$ cat src/rtl/fp_mul_stream.sv
// Streaming valid/ready wrapper around a fixed-latency fp_mul core: credit-gated
// input, valid/tag pipe matching the core latency, and a FWFT result FIFO.
module fp_mul_stream #(
    parameter int unsigned MUL_LATENCY = 5,
    parameter int unsigned DEPTH       = 8,
    parameter int unsigned TAG_W       = 4
) (
    input  logic             clk,
    input  logic             areset_n,
    input  logic             in_valid,
    output logic             in_ready,
    input  logic [31:0]      in_a,
    input  logic [31:0]      in_b,
    input  logic [TAG_W-1:0] in_tag,
    output logic             mul_en,
    output logic [31:0]      mul_a,
    output logic [31:0]      mul_b,
    input  logic [31:0]      mul_q,
    output logic             out_valid,
    input  logic             out_ready,
    output logic [31:0]      out_q,
    output logic [TAG_W-1:0] out_tag,
    output logic             busy
);
    localparam int unsigned PW = (DEPTH > 1) ? $clog2(DEPTH) : 1;
    localparam int unsigned CW = $clog2(DEPTH + 1);
    localparam logic [CW-1:0] DEPTH_C = CW'(DEPTH);

    logic [1:0]             rst_sync;
    logic                   rst_n;
    logic [MUL_LATENCY-1:0] vld;
    logic [TAG_W-1:0]       tag_pipe [MUL_LATENCY];
    logic [31:0]            q_mem    [DEPTH];
    logic [TAG_W-1:0]       t_mem    [DEPTH];
    logic [PW-1:0]          wr_ptr;
    logic [PW-1:0]          rd_ptr;
    logic [CW-1:0]          count;
    logic [CW-1:0]          credits;
    logic                   accept;
    logic                   pop;
    logic                   wr;

    // Reset asserts asynchronously but releases on a clock edge.
    always_ff @(posedge clk or negedge areset_n) begin
        if (!areset_n) rst_sync <= '0;
        else           rst_sync <= {rst_sync[0], 1'b1};
    end
    assign rst_n = rst_sync[1];

    assign mul_en    = areset_n;
    assign mul_a     = in_a;
    assign mul_b     = in_b;
    assign in_ready  = rst_n && (credits < DEPTH_C);
    assign accept    = in_valid && in_ready;
    assign out_valid = (count != '0);
    assign pop       = out_valid && out_ready;
    assign wr        = vld[MUL_LATENCY-1];
    assign busy      = (credits != '0);
    assign out_q     = out_valid ? q_mem[rd_ptr] : '0;
    assign out_tag   = out_valid ? t_mem[rd_ptr] : '0;

    always_ff @(posedge clk or negedge rst_n) begin
        if (!rst_n) begin
            vld <= '0;
            for (int unsigned i = 0; i < MUL_LATENCY; i++) tag_pipe[i] <= '0;
        end else begin
            vld[0]      <= accept;
            tag_pipe[0] <= in_tag;
            for (int unsigned i = 1; i < MUL_LATENCY; i++) begin
                vld[i]      <= vld[i-1];
                tag_pipe[i] <= tag_pipe[i-1];
            end
        end
    end

    // Credits span in-flight plus buffered results, so the FIFO cannot overflow.
    always_ff @(posedge clk or negedge rst_n) begin
        if (!rst_n) begin
            credits <= '0;
        end else begin
            case ({accept, pop})
                2'b10:   credits <= credits + 1'b1;
                2'b01:   credits <= credits - 1'b1;
                default: credits <= credits;
            endcase
        end
    end

    always_ff @(posedge clk or negedge rst_n) begin
        if (!rst_n) begin
            wr_ptr <= '0;
            rd_ptr <= '0;
            count  <= '0;
        end else begin
            assert (!(wr && count == DEPTH_C && !pop));
            if (wr)  wr_ptr <= wr_ptr + 1'b1;
            if (pop) rd_ptr <= rd_ptr + 1'b1;
            case ({wr, pop})
                2'b10:   count <= count + 1'b1;
                2'b01:   count <= count - 1'b1;
                default: count <= count;
            endcase
        end
    end

    always_ff @(posedge clk) begin
        if (wr) begin
            q_mem[wr_ptr] <= mul_q;
            t_mem[wr_ptr] <= tag_pipe[MUL_LATENCY-1];
        end
    end
endmodule
$ cat config.mk
export PLATFORM = sky130hd
export DESIGN_NAME = fp_mul_stream
export DESIGN_NICKNAME = d
export VERILOG_FILES = /design/src/rtl/fp_mul_stream.sv
export SDC_FILE = /design/constraint.sdc
export NUM_CORES = 1
export LEC_CHECK = 0
export ABC_CLOCK_PERIOD_IN_PS = 1650
export CORE_ASPECT_RATIO = 1.5
export CORE_MARGIN = 1
export CORE_UTILIZATION = 40
export CTS_CLUSTER_DIAMETER = 100
export DETAILED_ROUTE_END_ITERATION = 10
export PLACE_DENSITY_LB_ADDON = 0.15
export SLEW_MARGIN = 20
export SYNTH_ARGS = -nofsm -noshare
export SYNTH_HDL_FRONTEND = slang
export SYNTH_SLANG_ARGS = --single-unit
$ cat constraint.sdc
create_clock -name clk -period 1.65 [get_ports clk]
set_input_delay 0.165 -clock clk [delete_from_list [all_inputs] [get_ports clk]]
set_output_delay 0.165 -clock clk [all_outputs]
set_load 0.005 [all_outputs]
Word level (Yosys, flattened, before mapping):

Memory sizes are Yosys's and may differ from the RTL's.
Index checks and enable logic that the tools add are counted.

* register bits after elaboration: 41
* latch bits: 0
* memory bits (writable): 288
* bits in read-only memories: 0
* word-level logic and storage cells: 37
* memories: 2

Memories
* q_mem: words 8, bits a word 32, rd ports 1, clocked after Yosys merged registers in 0, wr ports 1, RTL line 33 `logic [31:0] q_mem [DEPTH];`
* t_mem: words 8, bits a word 4, rd ports 1, clocked after Yosys merged registers in 0, wr ports 1, RTL line 34 `logic [TAG_W-1:0] t_mem [DEPTH];`

* add/sub/neg operators: 6
* multipliers: 0
* divide/modulo/power cells: 0
* $lt $le $gt $ge: 1
* equal/unequal tests: 4
* shifts and indexed selects: 0
* mux-type cells: 6
* bitwise gates (word level): 0
* reduce and logical (&&, ||, !) cells: 7

Operator list (count)
* 32-bit two-way mux: 1
* 4-bit case mux with 2 select lines: 2
* 4-bit by 1-bit adder with 4-bit output, second input constant: 2
* 4-bit nonzero test: 2
* 4-bit by 1-bit subtractor with 4-bit output, second input constant: 2
* 3-bit by 1-bit adder with 3-bit output, second input constant: 2
* 2-bit by 1-bit == test with 1-bit output, second input constant: 2
* 2-bit == test, second input constant: 2
* 4-bit < comparator, second input constant: 1
* 4-bit two-way mux: 1
* 2-bit nonzero test: 2
* 1-bit logical AND: 3
* 1-bit two-way mux: 2

Depth between registers and ports, before layout:

* depth in word-level cells: 5
* mapped depth: 11

Worst setup path after synthesis:

OpenSTA, ideal clock, no wires.

* path kind: register to register
* from: register wr_ptr[0]
* to: memory q_mem[0][0], enable pin
* library setup time: 474 ps
* arrival time: 3065 ps
* required time: 1176 ps
* setup slack: -1889 ps
* stages on the path, launching flop included: 3
* buffers on the path: 0
* cells stage by stage: dfrtp_1 > nand2b_1 > nor3_1

RTL lines
* start: declaration: RTL line 35 `logic [PW-1:0] wr_ptr;`
* start signal: assignment: RTL line 96 `if (wr) wr_ptr <= wr_ptr + 1'b1;`
* end: declaration: RTL line 33

Straight into the memory's write port.

Worst setup path after layout:

* from: register rd_ptr[0]
* to: output out_q[30]

* cells in the longest elaborated chain, start to end: 2

Ends and longest elaborated chain
* start: declaration: RTL line 36 `logic [PW-1:0] rd_ptr;`
* start signal: assignment: RTL line 97 `if (pop) rd_ptr <= rd_ptr + 1'b1;`
* memory read 8 x 32 bit
* 32-bit two-way mux: RTL line 59 `assign out_q = out_valid ? q_mem[rd_ptr] : '0;`
* end: declaration: RTL line 21 `output logic [31:0] out_q,`

Every way passes these cells.

==> metrics.cfg <==
[pwr]
p_comb_share_pct = 34.5
ir_drop_mv = 0.929
p_sw_mw = 7.47
p_per_area_nw_per_um2 = 1680
seqPwrFrac_pct = 37.7
p_clk_share_pct = 27.8
internal-power_mw = 19.5
switching_share_pct = 27.7
leakage_nw = 5.55

[floorplan]
dieArea_um2 = 33000
num_rows = 80
die_w_um = 149
io_pins = 208
dieHeight_um = 222
start_util_pct = 40.7
core-area_um2 = 31700

[setup_path]
crit_type = flop to primary output
cp-end-kind = primary output
path_cells = buf_8, buf_4, buf_12, mux4_2, mux2i_2, nor2_2, buf_2
critPathMaxStageDelay_ns = 0.50
cp.arrival_ns = 2.34
rrSetupSlack_ns = -0.62
r2r_cells = 12
start_kind = flop
crit_fanout = 6
critPathSlowestCell = dfrtp_4
rr_endpoint = credits[2]
cp.required_ns = 1.48
reg2reg_from = count[2]

[sta]
slew_viol_final = 0
hold_viol_final = 0
final.setup.worst_slack_ns = -0.855
post-route-period-util_pct = 152
fmax_mhz = 399
max_slew_margin_pct = 65.7
fin_worst_skew_ns = 0.00679
setup_viol_count_final = 47
worst_pin_slew_ns = 0.514
rsz0062_at_grt = yes
finalSetupTns_ns = -31.99
post-route-min-period_ns = 2.51

[finish]
drive_above_1_share_pct = 39.5
fillers = 2524
area_growth_pct = 24.0
diodes = 0
final_cells = 1169
nNetsFinal = 846

[cts]
cts_buffer_depth = 3
clock-root-buffer = clkbuf_16
cts.sinks = 329
cts_tree = built
clkTransAtPathRegs_ns = 0.06
htreeDepth = 1
clk_latency_ns = 0.56
cts_buffers = 31

[status]
violations = setup timing
status = finished with violations

[drt]
wl_per_cell_um = 23.1
highest_layer = met4
vias_per_cell = 5.11
met3WireLength_mm = 1.24
drt_wl_total_mm = 27.0
met2WireLength_mm = 14.8
met1_length_mm = 10.2
antenna_left = 0
drt-initial-drc-count = 283
num_vias = 5973
drcViolationCount = 0
first_pass_iters = 4

[global_routing]
grt_pass1_vias = 6732
grt_overflow = 0
grt_max_degree = 40
antenna_found_initial = 0
grt_pass1_wl_mm = 41.1
track_usage_pct = 17.0

[min_path]
min_to = tag_pipe[18]
hp-class = input port to flop
min_from = in_tag[2]
hold_depth = 1

[synth]
synth_area_um2 = 12900
syn-instance-count = 629
synth_edf_count = 288
avgSynthCellArea_um2 = 20.5
seq_area_frac_synth_pct = 75.0
yosysWarnings = 0
ys_async_sr_fraction_pct = 12.5
synth_cell_type_count = 33
ys_seq_elements = 329
yosys_most_used_dff = edfxtp_1
synth_nets = 741

[placement]
gp_congestion = 0.716
dp_cells = 1080
hpwlAfterDp_mm = 15.3
io_buffers = 79

[flow_run]
max_cap_viol_count = 0

## stage by stage
| step | hold slack, ns | util [%] | power, mW | cell area, um^2 | setup WS [ns] |
|---|---|---|---|---|---|
| finish | 0.0407 | 50.4 | 26.9 | 16000 | -0.855 |
| CTS | 0.0121 | 50.4 | 27.3 | 16000 | -0.895 |
| floorplan | -0.131 | - | 15.1 | 13100 | -0.611 |
| global placement | 0.330 | 45.3 | 18.6 | 14400 | -0.536 |
| global route | 0.0116 | 50.4 | 28.2 | 16000 | -0.963 |
| detailed placement | 0.330 | 45.3 | 18.7 | 14400 | -0.557 |
## flip-flops by register name (all words and copies together), names as in the netlist
| name | cells |
|---|---|
| q_mem | 256 |
| t_mem | 32 |
| wr_ptr | 3 |
| vld | 5 |
| credits | 4 |
| rd_ptr | 3 |
| count | 4 |
| tag_pipe | 20 |
| rst_sync | 2 |
## cell type report
cell class                      count  area [um^2]  share of cell area (%)
Clock buffer                       41          902                    5.64
Timing Repair Buffer              161         1760                    11.0
Multi-Input combinational cell    208         2910                    18.2
Inverter                            3         13.8                  0.0861
Tap cell                          410          513                    3.21
Sequential cell                   329         9690                    60.6
Clock inverter                     17          209                    1.31
## layout by cell type, fill, tap and decap left out, types with 6 or more instances in the layout
cell and instances:
nor2_4 6, nor2_1 35, dfrtp_1 34, buf_2 27
mux2i_1 31, mux4_2 72, buf_6 11, clkbuf_16 32
buf_16 8, edfxtp_1 288, buf_12 24, mux2i_2 6
buf_4 38, clkbuf_8 6, xor2_1 9, clkdlybuf4s50_1 40
## power groups by stage
stage	clock [mW]	sequential (mW)	combinational, mW
2_1_floorplan	0	10.2	4.88
3_3_place_gp	0	10.3	8.36
3_5_place_dp	0	10.3	8.45
4_1_cts	7.67	10.1	9.49
5_1_grt	7.97	10.2	10.0
6_report	7.48	10.1	9.30
## worst max-delay path: cells and delay by family (launching register included)
kind	cells	cell delay [ns]
buffers and inverters	4	0.58
DFF	1	0.50
muxes	2	0.62
and+or+nand+nor	1	0.08
## routing by layer
layer | GRT usage, % | vias to the layer above
met5 | 0 | -
met2 | 31.3 | 129
met1 | 19.3 | 3150
met3 | 2.92 | 64
met4 | 6.45 | 0
li1 | - | 2630
## worst max-delay path by stage
stage,end,slack (ns),start,depth (start not counted)
3_3_place_gp,out_q[12],-0.54,rd_ptr[0],5
2_1_floorplan,count[2],-0.61,count[0],11
5_1_grt,out_q[5],-0.96,rd_ptr[0],8
6_report,out_q[30],-0.86,rd_ptr[0],7
3_5_place_dp,count[3],-0.56,count[3],8
4_1_cts,out_q[10],-0.90,rd_ptr[0],8
## Yosys cell counts, types with 2 or more instances
library cell | number | share of area, %
a21oi_1 | 3 | 0.12
buf_1 | 6 | 0.17
buf_2 | 12 | 0.47
buf_4 | 65 | 3.8
clkbuf_1 | 5 | 0.15
dfrtp_1 | 41 | 8.0
edfxtp_1 | 288 | 67
ha_1 | 8 | 0.78
inv_1 | 2 | 0.058
mux2_2 | 3 | 0.26
mux2i_1 | 37 | 2.9
mux4_2 | 72 | 13
nand2_1 | 6 | 0.17
nand2b_1 | 4 | 0.19
nor2_1 | 44 | 1.3
nor2b_1 | 2 | 0.097
nor3_1 | 3 | 0.12
xnor2_1 | 5 | 0.34
xor2_1 | 9 | 0.61
## repair_timing
item,4_1_cts,5_1_grt
endpoints found under the setup margin,48,49
gates resized for setup,177,22
pin swaps,14,11
cloned,9,0
setup buffers,24,6
endpoints found under the hold margin,2,0
hold buffers,1,0
## cell families after synthesis
family	Yosys count	synth area share, %
xor+xnor	14	0.951
buf+inv	92	4.74
fa+ha+maj	8	0.776
mux	113	15.8
flops	329	75.0
simple gates	65	2.34
other cells	1	0.0291
compound gates	7	0.339
Power figures use the tool's default switching activity.
==> patch (same flow settings) <==
Set the parameter `DEPTH` to 16 (it was 8).
--- a/src/rtl/fp_mul_stream.sv
+++ b/src/rtl/fp_mul_stream.sv
@@ -3,5 +3,5 @@
 module fp_mul_stream #(
     parameter int unsigned MUL_LATENCY = 5,
-    parameter int unsigned DEPTH       = 8,
+    parameter int unsigned DEPTH       = 16,
     parameter int unsigned TAG_W       = 4
 ) (
Behaviour: no difference found for any inputs over 10 cycles, from zero or initial values and one cycle with areset_n low; that may be too few to reach the edited logic, so the function may still have changed.
==> patch against the original RTL <==
- the run still ends with negative setup slack left
- sequential cell count up 292
- synthesized cell count up 77%
- cell area up 89%
- register-to-register slack worse by 0.40 ns
- worst setup slack worse by 0.53 ns
- combinational power up 99%
- total power up 85%
- die area up 87%
- wire length up 120%
- first-iteration DRC count up 140%
- synthesized area up 88%
- critical path type unchanged
- critical endpoint is now out_tag[2]
- highest routed layer unchanged
==> patch: results (changes against the original RTL) <==
.. list-table::
   :header-rows: 1

   * - Metric
     - Value
   * - Sequential-to-total area share from yosys stat
     - 0.761 (+0.0107)
   * - Violations in the final reports
     - negative setup slack
   * - Wirelength per Cell
     - 26.6 um (+15%)
   * - Number of enable flip-flop cells after synthesis
     - 576 (+100%)
   * - Worst slack after detailed placement
     - -0.974 ns (-0.417 ns)
   * - Syn Nets
     - 1228 (+66%)
   * - Maximum level of the CTS H-tree
     - 2 (+1)
   * - Worst hold slack
     - 0.303 ns (+0.262 ns)
   * - Total track usage
     - 0.187 (+0.0170)
   * - Share of layout cells above drive strength 1
     - 0.420 (+0.0252)
   * - Fin nets
     - 1475 (+74%)
   * - Cell depth of the worst flop-to-flop path
     - 13 (+1)
   * - Min-delay worst type
     - in -> async
   * - Maximum number of pins on one net before global-route repair
     - 44 (+10%)
   * - Total number of vias
     - 11600 (+95%)
   * - Count of hold-fix buffers inserted at cts
     - 5 (+4)
   * - Number of distinct library cells after synthesis
     - 40 (+21%)
   * - Compound-cell area share of the yosys netlist
     - 0.0192 (+0.0158)
   * - Final Setup Violations
     - 52 (+11%)
   * - Cell leakage power
     - 10.1 nW (+83%)
   * - Worst clock skew
     - 0.0227 ns (+0.0159 ns)
   * - Most frequent cells after synthesis
     - sky130_fd_sc_hd__edfxtp_1, sky130_fd_sc_hd__mux4_2, sky130_fd_sc_hd__buf_4, sky130_fd_sc_hd__dfrtp_1
   * - Critical Path Sink
     - out_tag[2]
   * - HPWL after detailed placement
     - 32700 um (+110%)
   * - Adder and majority gate portion of the synthesized area
     - 0.00620 (-0.00156)
   * - Start point of the critical path
     - count[3]
   * - Slowest stage delay, CP
     - 0.54 ns (+0.04 ns)
   * - Area share of xor/xnor cells in the synthesized design
     - 0.00651 (-0.00300)
   * - Synthesized area per cell
     - 21.8 um^2 (+6.2%)
   * - Worst skew pair latency
     - 0.62 ns (+0.06 ns)
   * - Total negative setup slack
     - -57.72 ns (-25.73 ns)
   * - Initial DRT Pass Iterations
     - 5 (+1)
   * - Outcome
     - complete, but fails checks
   * - Post-layout instance area
     - 0.0303 mm^2 (+89%)
   * - Smallest setup slack after layout
     - -1.39 ns (-0.533 ns)
   * - Wire length of the first global-routing pass
     - 82100 um (+100%)
   * - Placed insts
     - 1993 (+85%)
   * - Post-Layout Cell Count
     - 2185 (+87%)
==> patch: final cells by class <==
cell class,instances,share of cell area
clock buffers,79,0.0523
multi-input cells,364,0.182
flip-flops and latches,621,0.609
well taps,784,0.0324
inverters,6,0.000909
clock inverters,22,0.00641
repair buffers,309,0.117
==> patch: where the power goes <==
group	total (mW)	leakage, nW	switching, mW	internal (mW)
combinational	18.5	3.57	8.00	10.5
clock	12.7	0.862	5.58	7.13
sequential	18.5	5.71	0.507	18.0
total	49.8	10.1	14.1	35.7
==> patch: worst max-delay path, delay by kind of cell (launching register included) <==
| kind | cells | cell delay [ns] |
|---|---|---|
| and+or+nand+nor | 3 | 1.00 |
| buffers and inverters | 4 | 0.52 |
| DFF | 1 | 0.38 |
| AOI/OAI and AO/OA | 1 | 0.37 |
==> patch: layer usage <==
layer	up-vias	GRT usage	share of wire
met5	-	0	0
met4	0	0.0576	0.023
met3	99	0.0261	0.040
met2	257	0.335	0.53
met1	6266	0.235	0.40
li1	5003	-	-
